<file path="config.mk">
export PLATFORM = sky130hd
export DESIGN_NAME = multicycle_control
export DESIGN_NICKNAME = d
export VERILOG_FILES = /design/src/rtl/mips_ctrl_pkg.sv /design/src/rtl/multicycle_control_decode.sv /design/src/rtl/multicycle_control.sv
export SDC_FILE = /design/constraint.sdc
export NUM_CORES = 1
export LEC_CHECK = 0
export CORE_MARGIN = 3
export CORE_UTILIZATION = 36
export DETAILED_ROUTE_END_ITERATION = 16
export PLACE_DENSITY = 0.78
export SLEW_MARGIN = 20
export SYNTH_ARGS = -nofsm -noshare
export SYNTH_HDL_FRONTEND = slang
export SYNTH_SLANG_ARGS = --single-unit
</file>
<file path="constraint.sdc">
create_clock -name clk -period 1.6 [get_ports clk]
set_input_delay 0.4 -clock clk [delete_from_list [all_inputs] [get_ports clk]]
set_output_delay 0.4 -clock clk [all_outputs]
set_load 0.01 [all_outputs]
</file>
<file path="src/rtl/mips_ctrl_pkg.sv">
// mips_ctrl_pkg: shared state, opcode, funct and control encodings for the multicycle MIPS control unit (MULTICYCLE_INTERRUPT_EN enables interrupt entry)
package mips_ctrl_pkg;
   typedef enum logic [3:0] {
      FETCH, DECODE, RTYPEEX, RTYPEWB, MEMADR, MEMRD, MEMWB, MEMWR,
      ADDIEX, ADDIWB, BEQEX, ILLEGAL, INTR
   } stateT;
   localparam logic [5:0] OP_RTYPE = 6'b000000;
   localparam logic [5:0] OP_LW = 6'b100011;
   localparam logic [5:0] OP_SW = 6'b101011;
   localparam logic [5:0] OP_BEQ = 6'b000100;
   localparam logic [5:0] OP_ADDI = 6'b001000;
   localparam logic [5:0] FUNCT_ADD = 6'b100000;
   localparam logic [5:0] FUNCT_SUB = 6'b100010;
   localparam logic [5:0] FUNCT_AND = 6'b100100;
   localparam logic [5:0] FUNCT_OR = 6'b100101;
   localparam logic [5:0] FUNCT_SLT = 6'b101010;
   localparam logic [1:0] ALU_ADD = 2'b00;
   localparam logic [1:0] ALU_SUB = 2'b01;
   localparam logic [1:0] ALU_FUNCT = 2'b10;
   localparam logic [1:0] SRCB_REG = 2'b00;
   localparam logic [1:0] SRCB_FOUR = 2'b01;
   localparam logic [1:0] SRCB_IMM = 2'b10;
   localparam logic [1:0] SRCB_SHIMM = 2'b11;
`ifdef MULTICYCLE_INTERRUPT_EN
   localparam bit IRQ_EN = 1'b1;
`else
   localparam bit IRQ_EN = 1'b0;
`endif
   typedef struct packed {
      logic [1:0] aluControl;
      logic [1:0] aluSrcB;
      logic PCSource;
      logic ALUSrcA;
      logic RegWrite;
      logic RegDst;
      logic MemtoReg;
      logic PCWrite;
      logic isBranch;
      logic IRWrite;
      logic lorD;
      logic MemWrite;
      logic isInterrupted;
      logic irqAck;
      logic instrDone;
      logic illegalOp;
   } ctrlT;
   function automatic logic isTerminal(input stateT s);
      return s inside {RTYPEWB, MEMWB, MEMWR, ADDIWB, BEQEX};
   endfunction
   function automatic logic functOk(input logic [5:0] f);
      return f inside {FUNCT_ADD, FUNCT_SUB, FUNCT_AND, FUNCT_OR, FUNCT_SLT};
   endfunction
endpackage

</file>
<file path="src/rtl/multicycle_control_decode.sv">
// control_output_decode: Moore output decode, state to control vector; everything forced low during reset
module control_output_decode
   import mips_ctrl_pkg::*;
(
   input stateT state,
   input logic reset,
   output ctrlT ctrl
);
   ctrlT raw;
   // per-state control values, then reset gating so an aborted state writes nothing
   always_comb begin
      raw = '0;
      raw.aluControl = state == RTYPEEX ? ALU_FUNCT : state == BEQEX ? ALU_SUB : ALU_ADD;
      raw.aluSrcB = state == FETCH ? SRCB_FOUR : state == DECODE ? SRCB_SHIMM :
                    state inside {MEMADR, ADDIEX} ? SRCB_IMM : SRCB_REG;
      raw.PCSource = state == BEQEX;
      raw.ALUSrcA = state inside {RTYPEEX, MEMADR, ADDIEX, BEQEX};
      raw.RegWrite = state inside {RTYPEWB, MEMWB, ADDIWB};
      raw.RegDst = state == RTYPEWB;
      raw.MemtoReg = state == MEMWB;
      raw.isBranch = state == BEQEX;
      raw.IRWrite = state == FETCH;
      raw.lorD = state inside {MEMRD, MEMWR};
      raw.MemWrite = state == MEMWR;
      raw.instrDone = isTerminal(state);
      raw.illegalOp = state == ILLEGAL;
`ifdef MULTICYCLE_INTERRUPT_EN
      raw.PCWrite = state inside {FETCH, INTR};
      raw.isInterrupted = state == INTR;
      raw.irqAck = state == INTR;
`else
      raw.PCWrite = state == FETCH;
      raw.isInterrupted = 1'b0;
      raw.irqAck = 1'b0;
`endif
      ctrl = reset ? '0 : raw;
   end
endmodule

</file>
<file path="src/rtl/multicycle_control.sv">
// multicycle_control: multicycle MIPS main control FSM (optional interrupt entry via MULTICYCLE_INTERRUPT_EN)
module multicycle_control
   import mips_ctrl_pkg::*;
(
   input logic clk,
   input logic reset,
   input logic [5:0] op,
   input logic [5:0] funct,
   input logic irq,
   output logic [1:0] aluControl,
   output logic [1:0] aluSrcB,
   output logic PCSource,
   output logic ALUSrcA,
   output logic RegWrite,
   output logic RegDst,
   output logic MemtoReg,
   output logic PCWrite,
   output logic isBranch,
   output logic IRWrite,
   output logic lorD,
   output logic MemWrite,
   output logic isInterrupted,
   output logic irq_ack,
   output logic instr_done,
   output logic illegal_op
);
   stateT state;
   logic isLoad;
   ctrlT ctrl;
   control_output_decode outDecode (.state(state), .reset(reset), .ctrl(ctrl));
   assign {aluControl, aluSrcB, PCSource, ALUSrcA, RegWrite, RegDst, MemtoReg, PCWrite,
           isBranch, IRWrite, lorD, MemWrite, isInterrupted, irq_ack, instr_done, illegal_op} = ctrl;
   // state register; op is only valid in DECODE, so lw/sw is remembered for MEMADR
   always_ff @(posedge clk) begin
      if (reset) begin
         state <= FETCH;
         isLoad <= 1'b0;
      end else begin
         if (state == DECODE) isLoad <= op == OP_LW;
         case (state)
            FETCH: state <= DECODE;
            DECODE: state <= op == OP_RTYPE ? (functOk(funct) ? RTYPEEX : ILLEGAL) :
                             (op == OP_LW || op == OP_SW) ? MEMADR :
                             op == OP_BEQ ? BEQEX : op == OP_ADDI ? ADDIEX : ILLEGAL;
            RTYPEEX: state <= RTYPEWB;
            MEMADR: state <= isLoad ? MEMRD : MEMWR;
            MEMRD: state <= MEMWB;
            ADDIEX: state <= ADDIWB;
            RTYPEWB, MEMWB, MEMWR, ADDIWB, BEQEX: state <= (IRQ_EN && irq) ? INTR : FETCH;
            default: state <= FETCH;
         endcase
      end
   end
endmodule

</file>
Yosys cells after proc, flatten, opt, wreduce, memory -nomap -nowiden. Index checks and enable logic that the tools add are counted.

Bits in registers: 5. Input port bits: 15. Output and inout port bits: 18.

Equality and inequality tests: 20. Multiplexer cells: 13. Reduce and logical (&&, ||, !) cells: 9.

Operators with widths (number): $eq A6 B6 Y1 const B (7); $pmux W4 S6 (1); $mux W18 (1); $eq A4 B3 Y1 const B (4); $eq A4 B4 Y1 const B (4); $mux W2 (7); $mux W4 (3); $reduce_bool A5 Y1 (2); $eq A4 B2 Y1 const B (2); $eq A6 B3 Y1 const B (1); $eq A6 B4 Y1 const B (1); $logic_not A6 Y1 (1); $eq A4 B1 Y1 const B (1); $logic_not A4 Y1 (1); $reduce_bool A2 Y1 (2); $reduce_bool A4 Y1 (1); $reduce_bool A3 Y1 (1); $logic_or A1 B1 Y1 (1); $mux W1 (1).

Depth between registers and ports, before layout.
Depth after elaboration: 6. Mapped depth: 5. Mapped depth without buffers: 4.

By module. From an unflattened synthesis, not the netlist that was laid out.

Cell total of the unflattened synthesis: 85. Area, all modules: 605.6 um^2.

By module, submodules not included: multicycle_control (instances 1, cells an instance 46, area an instance 347.8 um^2); control_output_decode (instances 1, cells an instance 39, area an instance 257.7 um^2).

Worst setup path after synthesis. No wires, ideal clock.

Kind: register to output. Start: register state[2]. End: output instr_done. Arrival time: 1174 ps. Setup slack: 26 ps. Cell stages (with the launch flop): 6. Buffers on the path: 1. Cell sequence: dfxtp_1 buf_6 inv_2 a31oi_1 nor2_1 or3_1.

Cells in the longest elaborated chain, start to end: 3. Elaborated cells between the ends (all ways): 7. Those cells by class: 5 x eq/ne; 1 x mux; 1 x reduce/logical.

Ends and longest elaborated chain: start: declaration (RTL line multicycle_control.sv:27) `stateT state;`; start signal: assignment (RTL line multicycle_control.sv:42) `DECODE: state <= op == OP_RTYPE ? (functOk(funct) ? RTYPEEX : ILLEGAL) :`; start signal: assignment (RTL line multicycle_control.sv:46) `MEMADR: state <= isLoad ? MEMRD : MEMWR;`; start signal: assignment (RTL line multicycle_control.sv:49) `RTYPEWB, MEMWB, MEMWR, ADDIWB, BEQEX: state <= (IRQ_EN && irq) ? INTR : FETCH;`; $eq A4 B2 Y1 (tied with other cells) (RTL line mips_ctrl_pkg.sv:48) `return s inside {RTYPEWB, MEMWB, MEMWR, ADDIWB, BEQEX};`; $reduce_bool A5 Y1 (*) (RTL line mips_ctrl_pkg.sv:48); $mux W18 (*) (RTL line multicycle_control_decode.sv:36) `ctrl = reset ? '0 : raw;`; end: declaration (RTL line multicycle_control.sv:24) `output logic instr_done,`.

Every way passes the cells marked *; elsewhere a longest branch is shown, timed or not.

Worst setup path in the final report.
Start: register state[3]. End: output instr_done.

The elaborated chain is that of the path after synthesis.

==> results.tsv <==
metric	value	unit
number of synthesis warnings	0	
Boundary Pins	33	
pin count of the biggest net entering global routing	11	
Place WS	-796	ps
# hold bufs at CTS	0	
final setup margin	-265	ps
crit-path max FO	4	
Tot Pwr	0.00159	W
ANT cells	0	
post-synth top area cell	dfxtp_1	
Final Skew	9.12	ps
max-cap violations	0	
final period utilization	117	%
Data required, critical path	1200	ps
worst hold slack	467	ps
top-count cell post-synth	nor2_1	
layout cell share with drive strength beyond 1	54.9	%
CP Class	flop to output pin	
status	complete, but fails checks	
most frequent CP cell	nor2_2	
Vias	800	
crit start category	flop	
H-tree Lvls	1	
DRT antenna net count	0	
CTS tree	built	
worst path cell trace	buf_4 > nor2_2 > nand2_1 > nor2_2 > or3_1 > buf_2	
Initial Util	40.5	%
static leakage	0.495	nW
Via density	5.41	
Max Root-Sink Buffers	2	
chip width	45.2	um
final setup vio count	14	
placed insts	136	
clock latency on the worst-skew pair	250	ps
top cells by area, synth	dfxtp_1, nor2_1, buf_4, a31oi_1, nor3_1	
Slowest-stage cell, CP	dfxtp_4	
total CTS buffers	3	
Sink Count	5	
WP data arrival	1460	ps
Remaining DRCs	0	
area added between synthesis and finish	101	%
first-pass GRT wire length	3230	um
Die Y	45.2	um
initial antenna violation count	0	
GR Util All Layers	22.3	%
HPWL after DPL	1350	um
routability congestion estimate	0.865	
Final Hold Fails	0	
Wirelength per Cell	13.7	um
nets@finish	149	
most frequent cells after synthesis	nor2_1, buf_4, dfxtp_1, nand2_1, nor3_1	
number of cells in the finished layout apart from fillers	148	
synthesized instance count	79	
clock-pin slew on the worst setup and hold paths	40	ps
Netlist Area Pre-Place	553	um2
CTS Root Cell	clkbuf_4	
worst path bufs/invs	2	
#FFs+latches synth	5	
final slew viol count	0	
EDFF count, synth	0	
number of global-route vias before repair	787	
post-synth top area share	18.1	%
row count	13	
Max Clk Rate	0.536	GHz
dpl cell area	960	um2
DRT Wirelength	2020	um
HP Class	flop to flop	
CP max stage delay	380	ps
port bufs	29	
fraction of registers with async set/reset	0	%
Core ar.	1370	um2
Yosys cell types	34	
unrepaired setup endpoints after global routing	true	
failing checks	negative setup slack	
GR Overflow Total	0	
Synth Flop Type	dfxtp_1	
worst vdd ir	850	uV
post-synthesis sequential area ratio	18.1	%
family with the most delay on the worst path	simple AND/OR/NAND/NOR gates	
Critical Path End Type	output pin	
syn avg cell area	7.00	um2
Iter 0 DRT Violations	20	
die area	2040	um2
power per cell area	1430	nW/um2
drt pass-1 iters	4	
post-route cell area	1110	um2
Period minus WS final	1860	ps
-- metrics by stage --
stage,TNS [ps],utilization (%)
2_1_floorplan,0,-
3_3_place_gp,-10170,70.2
5_1_grt,-2230,81.2
6_report,-1080,81.2
3_5_place_dp,-10800,70.2
4_1_cts,-1010,78.6
-- final timing paths --
check,start,end,slack (ps),cells after the start
max,state[3],instr_done,-260,6
max reg2reg,state[3],isLoad,90,7
min reg2reg,isLoad,isLoad,470,2
min,isLoad,isLoad,470,2
-- logic make-up (layout without fill, tap and decap cells) --
group           Yosys count  in the layout  synth area share (%)
fa+ha+maj                 2              2                  4.07
buf+inv                  13             66                  14.3
other cells               1              2                 0.678
xor+xnor                  3              3                  4.75
flops                     5              5                  18.1
mux                       1              1                  1.81
compound gates           11             11                  13.6
simple gates             43             43                  42.8
-- where the power goes --
group	leakage (nW)	internal (W)	total, W	switching, W
clock	0.0150	0.0000947	0.000154	0.0000590
combinational	0.437	0.000621	0.00117	0.000551
sequential	0.0430	0.000186	0.000265	0.0000788
-- repair_timing --
| item | CTS | global route |
|---|---|---|
| pin swaps | 12 | 6 |
| buffers inserted | 7 | 2 |
| resized for setup | 101 | 4 |
| setup endpoints to repair | 17 | 17 |
-- placed cells by master (no fill, tap or decap), types with 4 or more instances in the layout --
master / Yosys / final
buf_4: 5 / 23
clkdlybuf4s50_1: 0 / 12
buf_6: 1 / 9
a31oi_1: 4 / 4
nor3_1: 5 / 4
nand2_1: 5 / 4
nor2_1: 13 / 8
buf_2: 3 / 13
-- tightest hold or removal path, cell delays in order (launching register included) --
cell and delay (ps):
dfxtp_1 310, nand2_1 70, a21oi_2 50
-- registers in the layout, indices dropped and copies added (netlist names) --
| register | flops |
|---|---|
| isLoad | 1 |
| state | 4 |
-- layout make-up --
class,count,area [um2]
Multi-Input combinational cell,62,465
Tap cell,15,18.8
Clock buffer,4,26.3
Fill cell,85,256
Inverter,4,15.0
Sequential cell,5,110
Timing Repair Buffer,58,474
-- routing by layer --
metal | wire length (um) | track usage, % | vias to the layer above
met5 | 0 | 0 | -
met4 | 14 | 12.3 | 0
met3 | 173 | 6.77 | 2
met2 | 1120 | 41.8 | 47
met1 | 708 | 21.0 | 367
li1 | - | - | 384
(Power assumes the default switching activity.)
